==> src/rtl/next_button_conditioner.sv <==
// next_button_conditioner: synchronises and debounces the raw "next" push-button
// and emits one single-cycle next_pulse per clean press. The Din and MS switch
// buses are snapshotted in the same cycle as the pulse.
module next_button_conditioner #(
    parameter int unsigned DATA_W          = 16,
    parameter int unsigned MS_W            = 3,
    parameter int unsigned DEBOUNCE_CYCLES = 4,
    parameter int unsigned CNT_W           = 20
) (
    input  logic              clk,
    input  logic              clear,
    input  logic              next_raw,
    input  logic [DATA_W-1:0] din_raw,
    input  logic [MS_W-1:0]   ms_raw,
    input  logic              enable,
    output logic              next_pulse,
    output logic [DATA_W-1:0] din_q,
    output logic [MS_W-1:0]   ms_q,
    output logic              btn_level,
    output logic              data_valid
);

    typedef enum logic [1:0] {
        IDLE,
        PRESS_WAIT,
        PRESSED,
        RELEASE_WAIT
    } state_t;

    localparam logic [CNT_W-1:0] CNT_LAST = CNT_W'(DEBOUNCE_CYCLES - 1);

    logic              sync1_q, sync2_q;
    logic              next_s;
    state_t            state_q, state_d;
    logic [CNT_W-1:0]  count_q, count_d;
    logic              pulse_q, pulse_d;
    logic [DATA_W-1:0] din_d;
    logic [MS_W-1:0]   ms_d;
    logic              level_q, level_d;
    logic              valid_q, valid_d;

    assign next_s     = sync2_q;
    assign next_pulse = pulse_q;
    assign btn_level  = level_q;
    assign data_valid = valid_q;

    // Two-flop synchroniser for the asynchronous button level.
    always_ff @(posedge clk or negedge clear) begin
        if (!clear) begin
            sync1_q <= 1'b0;
            sync2_q <= 1'b0;
        end else begin
            sync1_q <= next_raw;
            sync2_q <= sync1_q;
        end
    end

    // Debounce FSM next-state, counter and registered-output logic.
    always_comb begin
        state_d = state_q;
        count_d = count_q;
        pulse_d = 1'b0;
        din_d   = din_q;
        ms_d    = ms_q;
        valid_d = valid_q;
        case (state_q)
            IDLE: begin
                if (next_s) begin
                    state_d = PRESS_WAIT;
                    count_d = CNT_W'(1);
                end
            end
            PRESS_WAIT: begin
                if (!next_s) begin
                    state_d = IDLE;
                    count_d = '0;
                end else if (count_q != CNT_LAST) begin
                    count_d = count_q + CNT_W'(1);
                end else begin
                    // Acceptance edge: enable is only looked at here, so a press
                    // accepted while disabled is consumed without a pulse.
                    state_d = PRESSED;
                    count_d = '0;
                    if (enable) begin
                        pulse_d = 1'b1;
                        din_d   = din_raw;
                        ms_d    = ms_raw;
                        valid_d = 1'b1;
                    end
                end
            end
            PRESSED: begin
                if (!next_s) begin
                    state_d = RELEASE_WAIT;
                    count_d = CNT_W'(1);
                end
            end
            RELEASE_WAIT: begin
                if (next_s) begin
                    state_d = PRESSED;
                    count_d = '0;
                end else if (count_q != CNT_LAST) begin
                    count_d = count_q + CNT_W'(1);
                end else begin
                    state_d = IDLE;
                    count_d = '0;
                end
            end
            default: begin
                state_d = IDLE;
                count_d = '0;
            end
        endcase
        level_d = (state_d == PRESSED) || (state_d == RELEASE_WAIT);
    end

    // FSM state, counter and registered outputs.
    always_ff @(posedge clk or negedge clear) begin
        if (!clear) begin
            state_q <= IDLE;
            count_q <= '0;
            pulse_q <= 1'b0;
            din_q   <= '0;
            ms_q    <= '0;
            level_q <= 1'b0;
            valid_q <= 1'b0;
        end else begin
            state_q <= state_d;
            count_q <= count_d;
            pulse_q <= pulse_d;
            din_q   <= din_d;
            ms_q    <= ms_d;
            level_q <= level_d;
            valid_q <= valid_d;
        end
    end

endmodule

==> config.mk <==
export PLATFORM = sky130hd
export DESIGN_NAME = next_button_conditioner
export DESIGN_NICKNAME = d
export VERILOG_FILES = /design/src/rtl/next_button_conditioner.sv
export SDC_FILE = /design/constraint.sdc
export NUM_CORES = 1
export LEC_CHECK = 0
export ABC_AREA = 1
export BUFFER_PORTS_ARGS = -buffer_cell sky130_fd_sc_hd__buf_2
export CORE_MARGIN = 1.5
export CORE_UTILIZATION = 32
export CTS_CLUSTER_DIAMETER = 150
export DETAILED_ROUTE_END_ITERATION = 16
export GPL_TIMING_DRIVEN = 0
export PLACE_DENSITY = 0.52
export SETUP_SLACK_MARGIN = 0.05
export SYNTH_ARGS = -nofsm -noshare
export SYNTH_HDL_FRONTEND = slang
export SYNTH_SLANG_ARGS = --single-unit
==> constraint.sdc <==
create_clock -name clk -period 1.36 [get_ports clk]
set_input_delay 0.136 -clock clk [delete_from_list [all_inputs] [get_ports clk]]
set_output_delay 0.136 -clock clk [all_outputs]
set_load 0.02 [all_outputs]
==> results_dict.tcl, run 1 <==
set metrics [dict create \
    setup_violations 44 \
    required_ps 1560 \
    rows 30 \
    ant_nets 0 \
    busiest_layer "met2" \
    syn_inst 267 \
    hp-class "input port to asynchronous set/reset pin" \
    ys_warn_count 0 \
    ir_worst_vdd_mv 0.6518 \
    register_area_mm2 0.001152 \
    fin_ws_ps -225.6 \
    num-fill-cells 686 \
    regToRegEndpoint "din_q[6]$_DFFE_PN0P_" \
    clk_path_buf_depth 2 \
    clkSinkCount 46 \
    die_y_um 87.03 \
    crit_path_start_kind "register" \
    grt_pass1_wl_mm 8.914 \
    fmax_mhz 630.7 \
    clock_latency_ps 300 \
    ys_seq_area_share_pct 50.94 \
    leakagePower_uw 0.001666 \
    grt-ovfl-total 0 \
    antenna_found_initial 0 \
    die_w_um 87.03 \
    worstPathCellList "inv_2, nand2_1, nor2_2, nand3_4, nor2_8, buf_4, nand3b_4, buf_6, nand2_1, nand2_2" \
    drt_iter0_drc 72 \
    finalHoldViolCount 0 \
    start_util_pct 33.26 \
    p_total_uw 4288 \
    antenna_cells 0 \
    path_class "register to register" \
    drive_above_1_share_pct 44.51 \
    grtUsageMet3_pct 4.076 \
    tns_ps -7368 \
    worstSetupEndpointType "register" \
    max_stage_delay_ps 420 \
    maxCapViolCount 0 \
    core-area_mm2 0.006794 \
    ios 45 \
    dp_hpwl_mm 3.333 \
    fin_crit_ps 1586 \
    synth_cell_types 28 \
    firstDrtPassIters 4 \
    grt_pass1_vias 1876 \
    area_delta_synth_final_pct 42.47 \
    grt_max_degree 47 \
    gr-usage-met1_pct 20.79 \
    synth_top_area_cell "dfrtp_1" \
    cts_tree "built" \
    clockRootBuffer "clkbuf_8" \
    grt_util_met2_pct 23.19 \
    violations "negative setup slack" \
    drc 0 \
    critPathSlowestCell "dfrtp_1" \
    syn-cell-area_mm2 0.002260 \
    slew_viol_final 0 \
    drt_wl_total_mm 5.364 \
    rsz0062_at_grt "true" \
    fin_worst_skew_ps 5.777 \
    final_area_mm2 0.003219 \
    yosysTopAreaCellShare_pct 50.94 \
    grt.total_usage_pct 14.96 \
    wl_per_cell_um 11.89 \
    fin_nets 378 \
    cp.arrival_ps 1780 \
    rr_worst_depth 10 \
    syn_area_per_cell_um2 8.463 \
    synth_seq_cells 46 \
    worst-path-buf-inv 3 \
    cts_buffers 5 \
    multi_input_area_mm2 0.001176 \
    dieArea_mm2 0.007574 \
    slew_headroom_pct 30.61 \
    ys_top_cells_by_area "dfrtp_1 (51%), nand2_1 (17%), nand3_1 (4.2%)" \
    cpMostUsedCell "nand2_1" \
    htreeDepth 2 \
    utilization_pct 47.38 \
    place.gp.congestion 0.8115 \
    fin_crit_sh_pct 116.6 \
    cp_top_family "simple AND/OR/NAND/NOR gates" \
    r2r-start "count_q[17]$_DFFE_PN0P_" \
    num_vias 2008 \
    hold_ws_ps 4.304 \
    viasPerCell 4.452 \
    worst_pin_slew_ps 1041 \
    place_area_mm2 0.002618 \
    synth.net_count 291 \
    power.density_mw_per_mm2 1332 \
    r2r_setup_slack_ps -230 \
    worst-path-stages 10 \
    crit_path_max_fanout 10 \
    io_buffers 44 \
    status "finished with violations" \
    clk_pin_slew_ps 90 \
]
routing by layer:
metal	wire length, um	part of all wire, %
met3	236	4.4
met2	2480	46
met4	48	0.89
met5	0	0
met1	2599	48
how the worst max path moves through the flow:
stage	end	slack (ps)	start
floorplan	din_q[10]$_DFFE_PN0P_	-100	count_q[0]$_DFFE_PN0P_
global placement	count_q[15]$_DFFE_PN0P_	-300	next_s$_DFF_PN0_
detailed placement	count_q[15]$_DFFE_PN0P_	-330	state_q[1]$_DFF_PN0_
CTS	din_q[6]$_DFFE_PN0P_	-170	count_q[1]$_DFFE_PN0P_
global route	din_q[13]$_DFFE_PN0P_	-310	count_q[16]$_DFFE_PN0P_
finish	din_q[6]$_DFFE_PN0P_	-230	count_q[17]$_DFFE_PN0P_
final cells by class:
class | count | area share [%]
inverter | 25 | 3.070
buffer | 5 | 1.632
sequential | 46 | 35.79
multi-input combinational | 192 | 36.53
tap | 96 | 3.731
clock inverter | 2 | 0.3887
timing repair buffer | 79 | 16.28
clock buffer | 6 | 2.565
timing repair:
action	4_1_cts	5_1_grt
pin swaps	10	23
endpoints found under the hold margin	1	0
resized for setup	29	40
buffers inserted	23	10
setup endpoints to repair	44	44
hold buffers	1	0
gates cloned	2	1
layout by cell type (no fill, tap or decap), types with 2 or more instances in the layout:
master	instances
clkbuf_8	6
o21ai_2	2
nand3_2	5
nor2_1	10
nand2_1	78
a21oi_1	5
nor2_4	11
nand2_4	5
dfrtp_1	45
nand4_1	4
inv_1	15
nand3_4	2
nand3_1	13
buf_4	27
o21ai_1	5
o21ai_0	3
buf_2	44
inv_2	9
buf_6	11
nand2_2	23
o22ai_1	6
xor2_1	9
per-stage QoR:
stage	setup slack (ps)	cells
after floorplan	-100.5	267
after global placement	-300.7	407
after detailed placement	-327.2	407
after CTS	-173.5	441
after global routing	-311.8	451
final	-225.6	451
registers in the layout (all words and copies together) (netlist names):
signal,flops
state_q,2
din_q,16
next_pulse,1
btn_level,1
sync1_q,1
count_q,20
data_valid,1
ms_q,3
next_s,1
report_power, final:
part / total, uW / leakage, uW / switching, uW / internal (uW)
Sequential: 1780 / 0.000619 / 169 / 1610
Clock: 883 / 0.0000472 / 474 / 409
Combinational: 1630 / 0.00100 / 951 / 676
Total: 4290 / 0.00167 / 1590 / 2690
synth_stat cells:
| library cell | n |
|---|---|
| a21oi_1 | 6 |
| buf_2 | 1 |
| buf_6 | 4 |
| clkinv_4 | 1 |
| dfrtp_1 | 46 |
| ha_1 | 1 |
| inv_1 | 18 |
| inv_2 | 6 |
| mux2i_1 | 1 |
| nand2_1 | 103 |
| nand2_2 | 1 |
| nand2_4 | 2 |
| nand3_1 | 19 |
| nand3_4 | 1 |
| nand3b_4 | 1 |
| nand4_1 | 4 |
| nor2_1 | 12 |
| nor2_2 | 7 |
| nor2_4 | 2 |
| nor2_8 | 1 |
| nor3_1 | 2 |
| o21ai_0 | 9 |
| o21ai_1 | 1 |
| o21bai_2 | 1 |
| o22ai_1 | 6 |
| or2_2 | 1 |
| xnor2_1 | 1 |
| xor2_1 | 9 |
kinds of logic after synthesis:
logic type      after synthesis  synth area share, %
simple gates                156                31.89
buf+inv                      30                6.589
fa+ha+maj                     1               0.5536
flops                        46                50.94
xor+xnor                     10                3.876
mux                           1               0.4430
compound gates               23                5.703
worst reg2reg max path: stages (launching register included):
cell and delay, ps:
dfrtp_1 420, inv_2 100, nand2_1 60, nor2_2 140, nand3_4 120, nor2_8 140, buf_4 130, nand3b_4 100
buf_6 160, nand2_1 70, nand2_2 50
No activity file was read; power rests on OpenSTA's default activity.
==> inputs of run 2 (changes only) <==
Settings changed: GPL_ROUTABILITY_DRIVEN set to 0, PLACE_DENSITY 0.52 to 0.6.
==> results_dict.tcl, run 2 (synthesis gave the netlist of run 1 again) <==
set metrics [dict create \
    htreeDepth 2 \
    ant_nets 0 \
    cp.arrival_ps 1860 \
    crit_path_max_fanout 5 \
    dieArea_mm2 0.007574 \
    die_y_um 87.03 \
    grt_pass1_vias 2016 \
    fin_crit_ps 1617 \
    rsz0062_at_grt "true" \
    utilization_pct 49.47 \
    drt-met1-wl_mm 2.605 \
    drive_above_1_share_pct 46.56 \
    reg.largest.list "count_q x20, din_q x16, ms_q x3" \
    wl_met2_mm 2.907 \
    cts_buffers 5 \
    clk_path_buf_depth 2 \
    fin_nets 386 \
    route.top_layer_used "met4" \
    drc 0 \
    grt_pass1_wl_mm 9.011 \
    core-area_mm2 0.006794 \
    ir_worst_vdd_mv 0.8663 \
    slew_viol_final 0 \
    drt_iter0_drc 85 \
    fin_crit_sh_pct 118.9 \
    path_class "register to register" \
    dp_hpwl_mm 3.403 \
    clock_latency_ps 310 \
    required_ps 1600 \
    fmax_mhz 618.4 \
    worst_pin_slew_ps 1033 \
    clockRootBuffer "clkbuf_8" \
    setup_violations 43 \
    start_util_pct 33.26 \
    rows 30 \
    hp-class "input port to asynchronous set/reset pin" \
    viasPerCell 4.586 \
    grt.total_usage_pct 15.32 \
    ios 45 \
    wl_per_cell_um 12.97 \
    antenna_found_initial 0 \
    fin_ws_ps -257.2 \
    area_delta_synth_final_pct 48.73 \
    maxCapViolCount 0 \
    grt-ovfl-total 0 \
    layout_commonest_cell "nand2_1" \
    slew_headroom_pct 31.10 \
    leakagePower_uw 0.001719 \
    status "finished with violations" \
    clk_pin_slew_ps 100 \
    power.density_mw_per_mm2 1346 \
    grt_max_degree 47 \
    final_cell_mix "nand2_1 (86), dfrtp_1 (45), buf_2 (44), buf_4 (33)" \
    crit_path_start_kind "register" \
    num_vias 2105 \
    clkSinkCount 46 \
    largest_reg_flops 20 \
    violations "negative hold slack, negative setup slack" \
    firstDrtPassIters 4 \
    die_w_um 87.03 \
    drt_wl_total_mm 5.952 \
    antenna_cells 0 \
    io_buffers 44 \
    worstSetupEndpointType "register" \
    route.met3.wl_um 341 \
    largest_register "count_q" \
    fin_worst_skew_ps 9.288 \
    hold_ws_ps -3.996 \
    cts_tree "built" \
    finalHoldViolCount 4 \
    tns_ps -7183 \
]
==> run 2: area by class of cell <==
cell class | instances | area (um^2)
Clock inverter | 3 | 43.79
Multi-Input combinational cell | 191 | 1215
Fill cell | 638 | 3433
Timing Repair Buffer | 88 | 599.3
Buffer | 5 | 60.06
Sequential cell | 46 | 1152
Inverter | 25 | 101.3
Tap cell | 96 | 120.1
Clock buffer | 5 | 68.82
==> run 2: stage by stage <==
step | setup WS (ps) | std cells | power [uW] | area, um^2
finish | -257.2 | 459 | 4524 | 3361
global route | -317.3 | 459 | 4747 | 3361
CTS | -184.1 | 440 | 4332 | 3069
detailed placement | -317.0 | 407 | 2982 | 2618
global placement | -293.1 | 407 | 2955 | 2618
floorplan | -100.5 | 267 | 2564 | 2277
==> run 2: power by group <==
group / total, uW / leakage (uW) / internal [uW] / switching (uW)
Combinational: 1670 / 0.00104 / 687 / 982
Sequential: 1780 / 0.000619 / 1610 / 174
Clock: 1070 / 0.0000585 / 552 / 520
Total: 4520 / 0.00172 / 2850 / 1680
==> run 2: path summary, 6_finish.rpt <==
path | end | depth (start not counted) | from | slack, ps
worst max-delay path | count_q[18]$_DFFE_PN0P_ | 10 | count_q[1]$_DFFE_PN0P_ | -260
worst min-delay path | count_q[6]$_DFFE_PN0P_ | 1 | clear | -4
worst max register to register | count_q[18]$_DFFE_PN0P_ | 10 | count_q[1]$_DFFE_PN0P_ | -260
worst min register to register | next_s$_DFF_PN0_ | 0 | sync1_q$_DFF_PN0_ | 360
max in group asynchronous | count_q[7]$_DFFE_PN0P_ | 1 | clear | 670
min in group clk | din_q[0]$_DFFE_PN0P_ | 3 | din_raw[0] | 20
==> run 2: metal layers <==
| layer | vias up | GRT usage [%] |
|---|---|---|
| met3 | 9 | 4.076 |
| li1 | 1027 | - |
| met2 | 64 | 24.52 |
| met4 | 0 | 5.865 |
| met1 | 1005 | 19.83 |
| met5 | - | 0 |
==> run 2: worst max-delay path, cell delays in order (launching register included) <==
cell	delay (ps)
dfrtp_1	420
ha_4	180
buf_6	90
buf_6	90
nand3_4	80
inv_4	90
nand2_8	70
nor3_4	220
buf_4	150
a21oi_2	40
a21oi_1	110
==> run 2: repair_timing <==
| item | CTS | global route |
|---|---|---|
| resized for setup | 39 | 40 |
| pin swaps | 16 | 15 |
| hold buffers | 1 | 0 |
| buffers inserted | 22 | 20 |
| hold endpoints to repair | 1 | 0 |
| gates cloned | 2 | 0 |
| endpoints found under the setup margin | 44 | 44 |
==> inputs of run 3 (changes only) <==
Settings changed: BUFFER_PORTS_ARGS -buffer_cell sky130_fd_sc_hd__buf_2 to -buffer_cell sky130_fd_sc_hd__buf_4.
==> results_dict.tcl, run 3 (synthesis gave the netlist of run 1 again) <==
set metrics [dict create \
    status "finished with violations" \
    violations "negative setup slack" \
    worstSetupEndpointType "register" \
    cpMostUsedCell "nand2_1" \
    cts_tree "built" \
    fin_nets 381 \
    rsz0062_at_grt "true" \
    firstDrtPassIters 4 \
    final_cell_mix "nand2_1 (85), buf_4 (76), dfrtp_1 (44), nand2_2 (14), inv_1 (14)" \
    worstPathCellList "inv_2, nand2_2, nor2_2, nand3_4, nor2_8, nand2_4, nor2_4, buf_4, nand2_1, nand2_1" \
    ios 45 \
    cts_buffers 5 \
    wl_per_cell_um 12.68 \
    path_class "register to register" \
    clk_path_buf_depth 2 \
    dp_hpwl_mm 3.401 \
    r2r-start "count_q[17]$_DFFE_PN0P_" \
    drt_iter0_drc 54 \
    r2r_setup_slack_ps -170 \
    grt_max_degree 47 \
    core-area_mm2 0.006794 \
    antenna_found_initial 0 \
    largest_register "count_q" \
    grt-ovfl-total 0 \
    tns_ps -4553 \
    fmax_mhz 655.6 \
    regToRegEndpoint "din_q[6]$_DFFE_PN0P_" \
    dieArea_mm2 0.007574 \
    start_util_pct 33.26 \
    clock_latency_ps 300 \
    slew_headroom_pct 59.74 \
    hold_depth 3 \
    ir_worst_vdd_mv 0.7631 \
    grt_pass1_wl_mm 9.377 \
    setup_violations 44 \
    maxCapViolCount 0 \
    slew_viol_final 0 \
    fin_worst_skew_ps 3.863 \
    num_vias 2083 \
    cp.arrival_ps 1770 \
    fin_crit_ps 1525 \
    reg.largest.list "count_q x20, din_q x16, ms_q x3" \
    grt_pass1_vias 2049 \
    rr_worst_depth 10 \
    die_w_um 87.03 \
    drive_above_1_share_pct 45.53 \
    required_ps 1600 \
    viasPerCell 4.588 \
    leakagePower_uw 0.001688 \
    whs_endpoint "ms_q[1]$_DFFE_PN0P_" \
    power.density_mw_per_mm2 1350 \
    hp-class "input port to register" \
    clk_pin_slew_ps 90 \
    hold_start "ms_raw[1]" \
    antenna_cells 0 \
    grt.total_usage_pct 15.98 \
    max_stage_delay_ps 420 \
    drc 0 \
    clockRootBuffer "clkbuf_8" \
    fin_ws_ps -165.3 \
    utilization_pct 50.29 \
    worstSetupStartpoint "count_q[17]$_DFFE_PN0P_" \
    area_delta_synth_final_pct 51.22 \
    ant_nets 0 \
    clkSinkCount 46 \
    htreeDepth 2 \
    crit_path_start_kind "register" \
    drt_wl_total_mm 5.758 \
    layout_commonest_cell "nand2_1" \
    largest_reg_flops 20 \
    critPathSlowestCell "dfrtp_1" \
    fin_crit_sh_pct 112.2 \
    rows 30 \
    io_buffers 44 \
    worst_pin_slew_ps 604.0 \
    die_y_um 87.03 \
    crit_path_max_fanout 5 \
    finalHoldViolCount 0 \
]
run 3: worst max-delay path by stage:
| stage | end | slack [ps] | cells after the start |
|---|---|---|---|
| 4_1_cts | din_q[12]$_DFFE_PN0P_ | -170 | 9 |
| 3_3_place_gp | count_q[15]$_DFFE_PN0P_ | -290 | 7 |
| 6_report | din_q[6]$_DFFE_PN0P_ | -170 | 10 |
| 3_5_place_dp | count_q[15]$_DFFE_PN0P_ | -280 | 7 |
| 5_1_grt | din_q[15]$_DFFE_PN0P_ | -270 | 10 |
| 2_1_floorplan | din_q[10]$_DFFE_PN0P_ | -100 | 9 |
run 3: power by group:
part / switching, uW / internal, uW
Combinational: 1010 / 783
Clock: 476 / 549
Sequential: 189 / 1610
run 3: timing repair:
| action | CTS | global route |
|---|---|---|
| cloned | 2 | 1 |
| resized for setup | 33 | 45 |
| setup buffers | 18 | 16 |
| hold buffers | 2 | 0 |
| endpoints found under the setup margin | 44 | 44 |
| pin swaps | 8 | 18 |
| hold endpoints to repair | 47 | 0 |
run 3: metrics by stage:
stage / std cells / cell area, um^2 / hold slack [ps] / setup WS (ps) / total power, uW
after floorplan: 267 / 2277 / -159.6 / -100.5 / 2564
after global placement: 407 / 2728 / 188.4 / -293.5 / 3083
after detailed placement: 407 / 2728 / 190.0 / -281.4 / 3099
after CTS: 437 / 3129 / 14.73 / -171.4 / 4450
after global routing: 454 / 3417 / 24.59 / -267.2 / 4900
final: 454 / 3417 / 22.58 / -165.3 / 4613
run 3: metal layers:
metal / wire length, um / share of wire [%] / up-vias / track usage [%]
met4: 60 / 1.0 / 0 / 5.425
li1: - / - / 1030 / -
met3: 385 / 6.7 / 5 / 5.308
met5: 0 / 0 / - / 0
met2: 2849 / 49 / 55 / 25.58
met1: 2462 / 43 / 993 / 20.24
run 3: layout make-up:
class / count / area (um^2)
Multi-Input combinational cell: 193 / 1249
Buffer: 5 / 52.55
Clock buffer: 6 / 72.57
Inverter: 25 / 103.9
Clock inverter: 2 / 37.54
Sequential cell: 46 / 1154
Tap cell: 96 / 120.1
Timing Repair Buffer: 81 / 628.1
Fill cell: 643 / 3377
run 3: critical path, delay by kind of cell, from the launching register on:
| kind | cells | cell delay (ps) |
|---|---|---|
| and+or+nand+nor | 8 | 780 |
| DFF | 1 | 420 |
| buffers and inverters | 2 | 270 |
